--- src/rtl/b1_bist_pkg.sv ---
// b1_bist_pkg: shared types, widths and next-state helpers for the b1 BIST controller.
package b1_bist_pkg;

    localparam int unsigned LFSR_W = 8;
    localparam int unsigned MISR_W = 16;

    // Feedback taps of x^8+x^6+x^5+x^4+1 in Fibonacci form: bits 7,5,4,3
    localparam logic [LFSR_W-1:0] LFSR_TAPS = 8'hB8;
    localparam logic [MISR_W-1:0] MISR_POLY = 16'h1021;

    typedef enum logic [1:0] {
        IDLE = 2'd0,
        SEED = 2'd1,
        RUN  = 2'd2,
        DONE = 2'd3
    } bist_state_e;

    // One LFSR step: shift left, feedback parity of the tapped bits into bit 0
    function automatic logic [LFSR_W-1:0] lfsr_next(input logic [LFSR_W-1:0] q);
        logic w_fb;
        w_fb = ^(q & LFSR_TAPS);
        return {q[LFSR_W-2:0], w_fb};
    endfunction

    // One MISR step: CRC-style shift with polynomial fold, then XOR in the three response bits
    function automatic logic [MISR_W-1:0] misr_next(input logic [MISR_W-1:0] m,
                                                    input logic [2:0]        d);
        logic [MISR_W-1:0] w_shift;
        w_shift = {m[MISR_W-2:0], 1'b0} ^ (m[MISR_W-1] ? MISR_POLY : 16'h0000);
        return w_shift ^ {13'b0_0000_0000_0000, d};
    endfunction

endpackage

--- src/rtl/b1_misr.sv ---
// b1_misr: 16-bit multiple-input signature register compacting the three core responses.
// Clear has priority over absorb; when neither is active the signature holds, so
// whatever the core outputs outside a run never reaches the register.
module b1_misr
    import b1_bist_pkg::*;
(
    input  logic              clk,
    input  logic              rst,
    input  logic              i_clr,
    input  logic              i_en,
    input  logic [2:0]        i_data,
    output logic [MISR_W-1:0] o_sig
);

    logic [MISR_W-1:0] r_sig;

    // Signature register: clear, absorb one response word, or hold
    always_ff @(posedge clk or posedge rst) begin
        if (rst) begin
            r_sig <= '0;
        end else if (i_clr) begin
            r_sig <= '0;
        end else if (i_en) begin
            r_sig <= misr_next(r_sig, i_data);
        end else begin
            r_sig <= r_sig;
        end
    end

    assign o_sig = r_sig;

endmodule

--- src/rtl/b1_bist_ctrl.sv ---
// b1_bist_ctrl: BIST wrapper around the mapped b1_comb core. An LFSR drives a/b/d,
// a MISR compacts e/f/g, and the final signature is compared against GOLDEN_SIG.
// Optional feature macro: B1_BIST_ABORT_EN adds abort_pad, which cancels a
// seeding or running test and returns to IDLE with a cleared signature.
module b1_bist_ctrl
    import b1_bist_pkg::*;
#(
    parameter int unsigned        NUM_PATTERNS = 64,
    parameter logic [LFSR_W-1:0]  LFSR_SEED    = 8'hA5,
    parameter logic [MISR_W-1:0]  GOLDEN_SIG   = 16'h0000,
    localparam int unsigned       CW           = $clog2(NUM_PATTERNS + 1)
) (
    input  logic              clk_pad,
    input  logic              rst_pad,
    input  logic              start_pad,
`ifdef B1_BIST_ABORT_EN
    input  logic              abort_pad,
`endif
    output logic              a_pad,
    output logic              b_pad,
    output logic              d_pad,
    input  logic              e_pad,
    input  logic              f_pad,
    input  logic              g_pad,
    output logic              busy_pad,
    output logic              done_pad,
    output logic              pass_pad,
    output logic [MISR_W-1:0] sig_pad,
    output logic [CW-1:0]     count_pad
);

    // An all-zero seed would lock the LFSR, so it is replaced by 1
    localparam logic [LFSR_W-1:0] SEED_EFF = (LFSR_SEED == 8'h00) ? 8'h01 : LFSR_SEED;
    // Count value seen during the final RUN cycle
    localparam logic [CW-1:0]     LAST_CNT = CW'(NUM_PATTERNS - 1);

    bist_state_e       r_state;
    logic [LFSR_W-1:0] r_lfsr;
    logic [CW-1:0]     r_count;
    logic              r_busy;
    logic              r_done;

    logic              w_run;
    logic              w_abort;
    logic              w_misr_clr;
    logic [MISR_W-1:0] w_sig;

    assign w_run = (r_state == RUN);

`ifdef B1_BIST_ABORT_EN
    // Abort only matters while a test is in flight
    assign w_abort = abort_pad & ((r_state == SEED) | (r_state == RUN));
`else
    assign w_abort = 1'b0;
`endif

    // Sequencer: state, pattern generator, pattern counter and registered status flags
    always_ff @(posedge clk_pad or posedge rst_pad) begin
        if (rst_pad) begin
            r_state <= IDLE;
            r_lfsr  <= '0;
            r_count <= '0;
            r_busy  <= 1'b0;
            r_done  <= 1'b0;
        end else begin
            case (r_state)
                IDLE: begin
                    if (start_pad) begin
                        r_state <= SEED;
                        r_busy  <= 1'b1;
                        r_done  <= 1'b0;
                    end else begin
                        r_state <= IDLE;
                        r_busy  <= 1'b0;
                        r_done  <= 1'b0;
                    end
                end
                SEED: begin
                    if (w_abort) begin
                        r_state <= IDLE;
                        r_count <= '0;
                        r_busy  <= 1'b0;
                        r_done  <= 1'b0;
                    end else begin
                        r_state <= RUN;
                        r_lfsr  <= SEED_EFF;
                        r_count <= '0;
                        r_busy  <= 1'b1;
                        r_done  <= 1'b0;
                    end
                end
                RUN: begin
                    if (w_abort) begin
                        // Abort wins even over the final pattern's RUN->DONE step
                        r_state <= IDLE;
                        r_count <= '0;
                        r_busy  <= 1'b0;
                        r_done  <= 1'b0;
                    end else begin
                        r_lfsr  <= lfsr_next(r_lfsr);
                        r_count <= r_count + CW'(1);
                        if (r_count == LAST_CNT) begin
                            r_state <= DONE;
                            r_busy  <= 1'b0;
                            r_done  <= 1'b1;
                        end else begin
                            r_state <= RUN;
                            r_busy  <= 1'b1;
                            r_done  <= 1'b0;
                        end
                    end
                end
                DONE: begin
                    // Signature and count are held until a rerun is requested
                    if (start_pad) begin
                        r_state <= SEED;
                        r_busy  <= 1'b1;
                        r_done  <= 1'b0;
                    end else begin
                        r_state <= DONE;
                        r_busy  <= 1'b0;
                        r_done  <= 1'b1;
                    end
                end
                default: begin
                    r_state <= IDLE;
                    r_lfsr  <= '0;
                    r_count <= '0;
                    r_busy  <= 1'b0;
                    r_done  <= 1'b0;
                end
            endcase
        end
    end

    // Signature starts from zero on every seed and after an abort
    assign w_misr_clr = (r_state == SEED) | w_abort;

    b1_misr u_misr (
        .clk    (clk_pad),
        .rst    (rst_pad),
        .i_clr  (w_misr_clr),
        .i_en   (w_run),
        .i_data ({g_pad, f_pad, e_pad}),
        .o_sig  (w_sig)
    );

    // The core is combinational: its response to this pattern is absorbed at the next edge
    assign {d_pad, b_pad, a_pad} = w_run ? r_lfsr[2:0] : 3'b000;

    assign busy_pad  = r_busy;
    assign done_pad  = r_done;
    assign pass_pad  = r_done & (w_sig == GOLDEN_SIG);
    assign sig_pad   = w_sig;
    assign count_pad = r_count;

endmodule

--- config.mk ---
export PLATFORM = sky130hd
export DESIGN_NAME = b1_bist_ctrl
export DESIGN_NICKNAME = d
export VERILOG_FILES = /design/src/rtl/b1_bist_pkg.sv /design/src/rtl/b1_misr.sv /design/src/rtl/b1_bist_ctrl.sv
export SDC_FILE = /design/constraint.sdc
export NUM_CORES = 1
export LEC_CHECK = 0
export ABC_CLOCK_PERIOD_IN_PS = 1650
export BUFFER_PORTS_ARGS = -buffer_cell sky130_fd_sc_hd__clkbuf_2
export CAP_MARGIN = 20
export CORE_MARGIN = 8
export CORE_UTILIZATION = 39
export DETAILED_ROUTE_END_ITERATION = 8
export PLACE_DENSITY = 0.71
export SYNTH_ARGS = -nofsm -noshare
export SYNTH_HDL_FRONTEND = slang
export SYNTH_SLANG_ARGS = --single-unit
--- constraint.sdc ---
create_clock -name clk_pad -period 1.65 [get_ports clk_pad]
set_input_delay 0.2475 -clock clk_pad [delete_from_list [all_inputs] [get_ports clk_pad]]
set_output_delay 0.2475 -clock clk_pad [all_outputs]
set_load 0.01 [all_outputs]
# --- Word level (Yosys, flattened, before mapping) ---
# Index checks and enable logic that the tools add are counted.
op_classes:
  n_bitwise: 3
  eq_ne: 4
  n_reduce_logical: 6
  n_addsub: 1
  muxes: 16
op_table:
  columns: ["cell", "n"]
  rows:
  - ["16-bit 2-to-1 mux", 2]
  - ["16-bit zero test", 1]
  - ["8-bit one-hot mux with 2 select lines", 1]
  - ["16-bit bitwise XOR", 1]
  - ["16-bit by 3-bit bitwise XOR with 16-bit output", 1]
  - ["7-bit one-hot mux with 2 select lines", 1]
  - ["13-bit 2-to-1 mux", 1]
  - ["2-bit one-hot mux with 4 select lines", 1]
  - ["8-bit XOR reduction", 1]
  - ["7-bit by 1-bit adder with 7-bit output, second input constant", 1]
  - ["7-bit by 6-bit == test with 1-bit output, second input constant", 1]
  - ["1-bit 2-to-1 mux", 6]
  - ["1-bit one-hot mux with 3 select lines", 2]
  - ["2-bit == test, second input constant", 2]
  - ["2-bit OR reduction", 2]
  - ["3-bit 2-to-1 mux", 1]
  - ["2-bit by 1-bit == test with 1-bit output, second input constant", 1]
  - ["2-bit zero test", 1]
  - ["2-bit 2-to-1 mux", 1]
  - ["2-bit nonzero test", 1]
  - ["1-bit bitwise AND", 1]
totals:
  inputBits: 6
  reg_bits: 35

# --- Longest topological paths before layout ---
depth:
  ltp_word: 5
  mapped_depth: 7
  ltp_nobuf: 5

# --- Modules after synthesis ---
# From an unflattened synthesis, not the netlist that was laid out.
hier_totals:
  hier_cells: 154
  area_unflattened_um2: 1660.3
modules_own_cells:
  columns: ["mod", "n_inst", "area_per_inst_um2", "cells_per_inst"]
  rows:
  - ["b1_bist_ctrl", 1, 957.2, 96]
  - ["b1_misr", 1, 703.2, 58]

# --- Least setup slack after synthesis ---
# OpenSTA, ideal clock, no wires.
synth_path:
  path_type: "flip-flop to output port"
  start: "register u_misr.r_sig[15] (netlist: u_misr.o_sig[15])"
  end: "output pass_pad"
  arrival_ns: 1.301
  path_stages_with_launch: 5
  path_buffers: 1
  slack_ns: 0.101
  path_cell_list: "dfrtp_1 clkbuf_1 nor4_1 nand4_1 nor4_1"
synth_between:
  elab_chain_cells: 2
synth_rtl:
  columns: ["item", "line_no", "rtl"]
  rows:
  - ["from (decl)", "b1_misr.sv:15", "logic [MISR_W-1:0] r_sig;"]
  - ["from (signal assigned)", "b1_misr.sv:24", "r_sig <= misr_next(r_sig, i_data);"]
  - ["from (signal assigned)", "b1_misr.sv:26", "r_sig <= r_sig;"]
  - ["16-bit zero test", "b1_bist_ctrl.sv:153", "assign pass_pad = r_done & (w_sig == GOLDEN_SIG);"]
  - ["1-bit bitwise AND", "b1_bist_ctrl.sv:153", null]
  - ["to (decl)", "b1_bist_ctrl.sv:27", "output logic pass_pad,"]
# No other way between the ends.

# --- Worst setup path after layout ---
layout_path:
  start: "register u_misr.r_sig[9] (netlist: u_misr.o_sig[9])"
  end: "output pass_pad"
# The elaborated chain is that of the path after synthesis.

==> impl_results.md <==
* Clk_lat worst skew at just under 300 ps
* P_int at around 0.0021 W
* P per Cell Area at 1460 nW/um^2
* Setup TNS at -72.9 ps
* Worst-path maximum fanout at 3
* CTS tree: yes
* Die area at approximately 6400 um^2
* DP HPWL at approximately 2700 um
* Period utilization at 1.04
* # nets final at between 150 and 200
* Final hold violation count at 0
* Ys async rst share at 1.00
* Outcome: complete, but fails checks
* Leak pwr at between 1 and 1.5 nW
* Post-DP Area at between 1500 and 2000 um^2
* Switching power at 0.000934 W
* Hold Crit Class: input port to asynchronous set/reset pin
* Chip width at roughly 80 um
* Critical path arrival at 1480 ps
* Final Instance Area at between 2000 and 2500 um^2
* Initial drt markers at roughly 70
* Cell row count at 23
* Tot GR Track Use at 0.124
* CTS clk-pin slew, worst paths at 70 ps
* RSZ-0062 raised after global routing: yes
* Maximum clock path buffer count at 2
* Share of layout cells above drive strength 1 at 0.381
* Effective utilization at floorplan at 0.400
* H-tree depth at 2
* Seq/Total Area, Yosys at 0.552
* Via count at approximately 1200
* Endpoint class of the critical path: output pin
* Antenna-violating nets left at 0
* Gpl congestion at between 0.7 and 0.8
* DR DRC count at 0
* Remaining global-route overflow at 0
* Max cap viols at 0
* WP data required at around 1400 ps
* Worst-case clock skew at ~8.1 ps
* Comb power frac at 0.284
* Ports at 35
* Synth Register Bits at 35
* Slew headroom at 0.711
* Drt pass-1 iters at 4
* Slew @ Worst Pin at between 400 and 500 ps
* Synth Flop Type: dfrtp_1
* Pre-CTS setup slack at -97.1 ps
* Yosys cell types at 36
* Gate Count Post-Synth at roughly 140
* Seq pwr share at 0.420
* Post-Route Utilization at 0.526
* Vias in the first global route at about 1400
* Fmax achieved at between 500 and 600 MHz
* Final hold slack at between 20 and 30 ps
* Mean post-synth cell area at 11.6 um^2
* Syn nets at between 100 and 150
* Yosys warns at 0
* Routed length per instance at 15.9 um
* Worst Setup Start Kind: flip-flop
* Clock share of power at 0.296
* CTS Buf Count at 5
* Root Driver: clkbuf_8
* Type of the worst setup path: flip-flop to output pin
* Setup-failing EPs final at 1
* Global-route wire length before repair at around 6300 um
* CORE AREA at around 4000 um^2
* # diodes at 0
* Setup slack after layout at -72.9 ps
* Clk sinks at 35
* IR drop worst, VDD at slightly above 0.5 mV
* Antenna violations before repair at 0
* Most frequent cells in the layout: dfrtp_1, clkbuf_2, buf_4
* Tmin final at about 1700 ps
* Die Span Y at 79.8 um
* Post-DR vias/cell at around 5.2
* Routed Wire Length at about 3800 um
* Failing checks: negative setup slack
* Mapped cell area at around 1600 um^2
* Post-synth EDFFs at 0
* Syn-to-layout area delta at 31.7%
* Slew Viols, Final at 0
* Most common cell after layout, fill and taps aside: dfrtp_1
* Sw frac at 0.306
* Largest net degree at the start of global routing at 36
* # port buffers at 34
[per-stage QoR]
step | instances | total power, W
6_report | 239 | 0.00305
5_1_grt | 239 | 0.00322
4_1_cts | 238 | 0.00305
3_5_place_dp | 224 | 0.00199
3_3_place_gp | 224 | 0.00196
2_1_floorplan | 137 | 0.00164
[area by class of cell]
cell class                      count  area [um^2]
Multi-Input combinational cell     86          688
Clock inverter                      2         60.1
Inverter                            9         33.8
Sequential cell                    35          876
Tap cell                           50         62.6
Fill cell                         358         1880
Timing Repair Buffer               51          298
Clock buffer                        6         72.6
[routing by layer]
| metal | global-route usage | vias to the layer above | part of all wire |
|---|---|---|---|
| met5 | 0 | - | 0 |
| met4 | 0.0491 | 0 | 0.0087 |
| met3 | 0.0450 | 3 | 0.088 |
| met2 | 0.208 | 39 | 0.48 |
| met1 | 0.141 | 615 | 0.42 |
| li1 | - | 590 | - |
[power by group through the flow]
| stage | sequential (W) | combinational [W] | clock, W |
|---|---|---|---|
| 4_1_cts | 0.00128 | 0.000853 | 0.000920 |
| 5_1_grt | 0.00131 | 0.000950 | 0.000962 |
| 6_report | 0.00128 | 0.000868 | 0.000904 |
| 3_3_place_gp | 0.00130 | 0.000655 | 0 |
| 2_1_floorplan | 0.00136 | 0.000285 | 0 |
| 3_5_place_dp | 0.00132 | 0.000670 | 0 |
[sequential cells by signal, indices dropped and copies added (netlist names)]
name / cells
busy_pad: 1
count_pad: 7
done_pad: 1
r_lfsr: 8
r_state: 2
u_misr.o_sig: 16
[worst paths after layout]
path,startpoint,slack (ps),cells after the start,endpoint
max in group asynchronous,rst_pad,1310,3,r_state[1]
worst max register to register,r_state[0],150,5,count_pad[6]
worst min-delay path,rst_pad,30,3,u_misr.o_sig[13]
min in group clk_pad,start_pad,250,3,busy_pad
worst min register to register,r_lfsr[0],500,1,r_lfsr[0]
worst max-delay path,u_misr.o_sig[9],-70,4,pass_pad
[cells in the mapped netlist (2+ instances only)]
| master | count | area, um^2 |
|---|---|---|
| a21oi_1 | 4 | 20.0 |
| a22o_1 | 15 | 131 |
| a31oi_1 | 2 | 12.5 |
| and2_1 | 2 | 12.5 |
| buf_2 | 3 | 15.0 |
| buf_6 | 2 | 22.5 |
| clkbuf_1 | 2 | 7.51 |
| dfrtp_1 | 35 | 876 |
| ha_1 | 5 | 62.6 |
| inv_1 | 7 | 26.3 |
| inv_2 | 2 | 7.51 |
| mux2i_1 | 2 | 20.0 |
| nand2_1 | 7 | 26.3 |
| nand3_1 | 2 | 10.0 |
| nor2_1 | 7 | 26.3 |
| nor4_1 | 4 | 25.0 |
| o21ai_0 | 5 | 25.0 |
| o22a_1 | 2 | 17.5 |
| o2bb2ai_1 | 5 | 43.8 |
| xnor2_1 | 2 | 17.5 |
| xor2_1 | 7 | 61.3 |
[logic make-up (layout without fill, tap and decap cells)]
kind of cell	Yosys count	after routing	synth area share
flip-flops	35	35	0.552
adder cells (fa/ha/maj)	5	5	0.0394
AND/OR/NAND/NOR	33	33	0.117
buffers and inverters	16	68	0.0496
multiplexers	3	3	0.0197
XOR/XNOR	9	9	0.0496
AO/OA/AOI/OAI	36	36	0.173
[worst max-delay path, stage by stage (launching register included)]
cell	delay [ps]
dfrtp_1	420
nor4_2	290
nand4_1	170
nor4_2	140
buf_2	170
[what timing repair did]
item,in CTS,in global routing
setup endpoints to repair,20,4
resized for setup,7,4
pin swaps,3,3
setup buffers,6,1
hold buffers,0,0
gates cloned,0,0
Note: power is estimated with default switching activity, not from simulation.
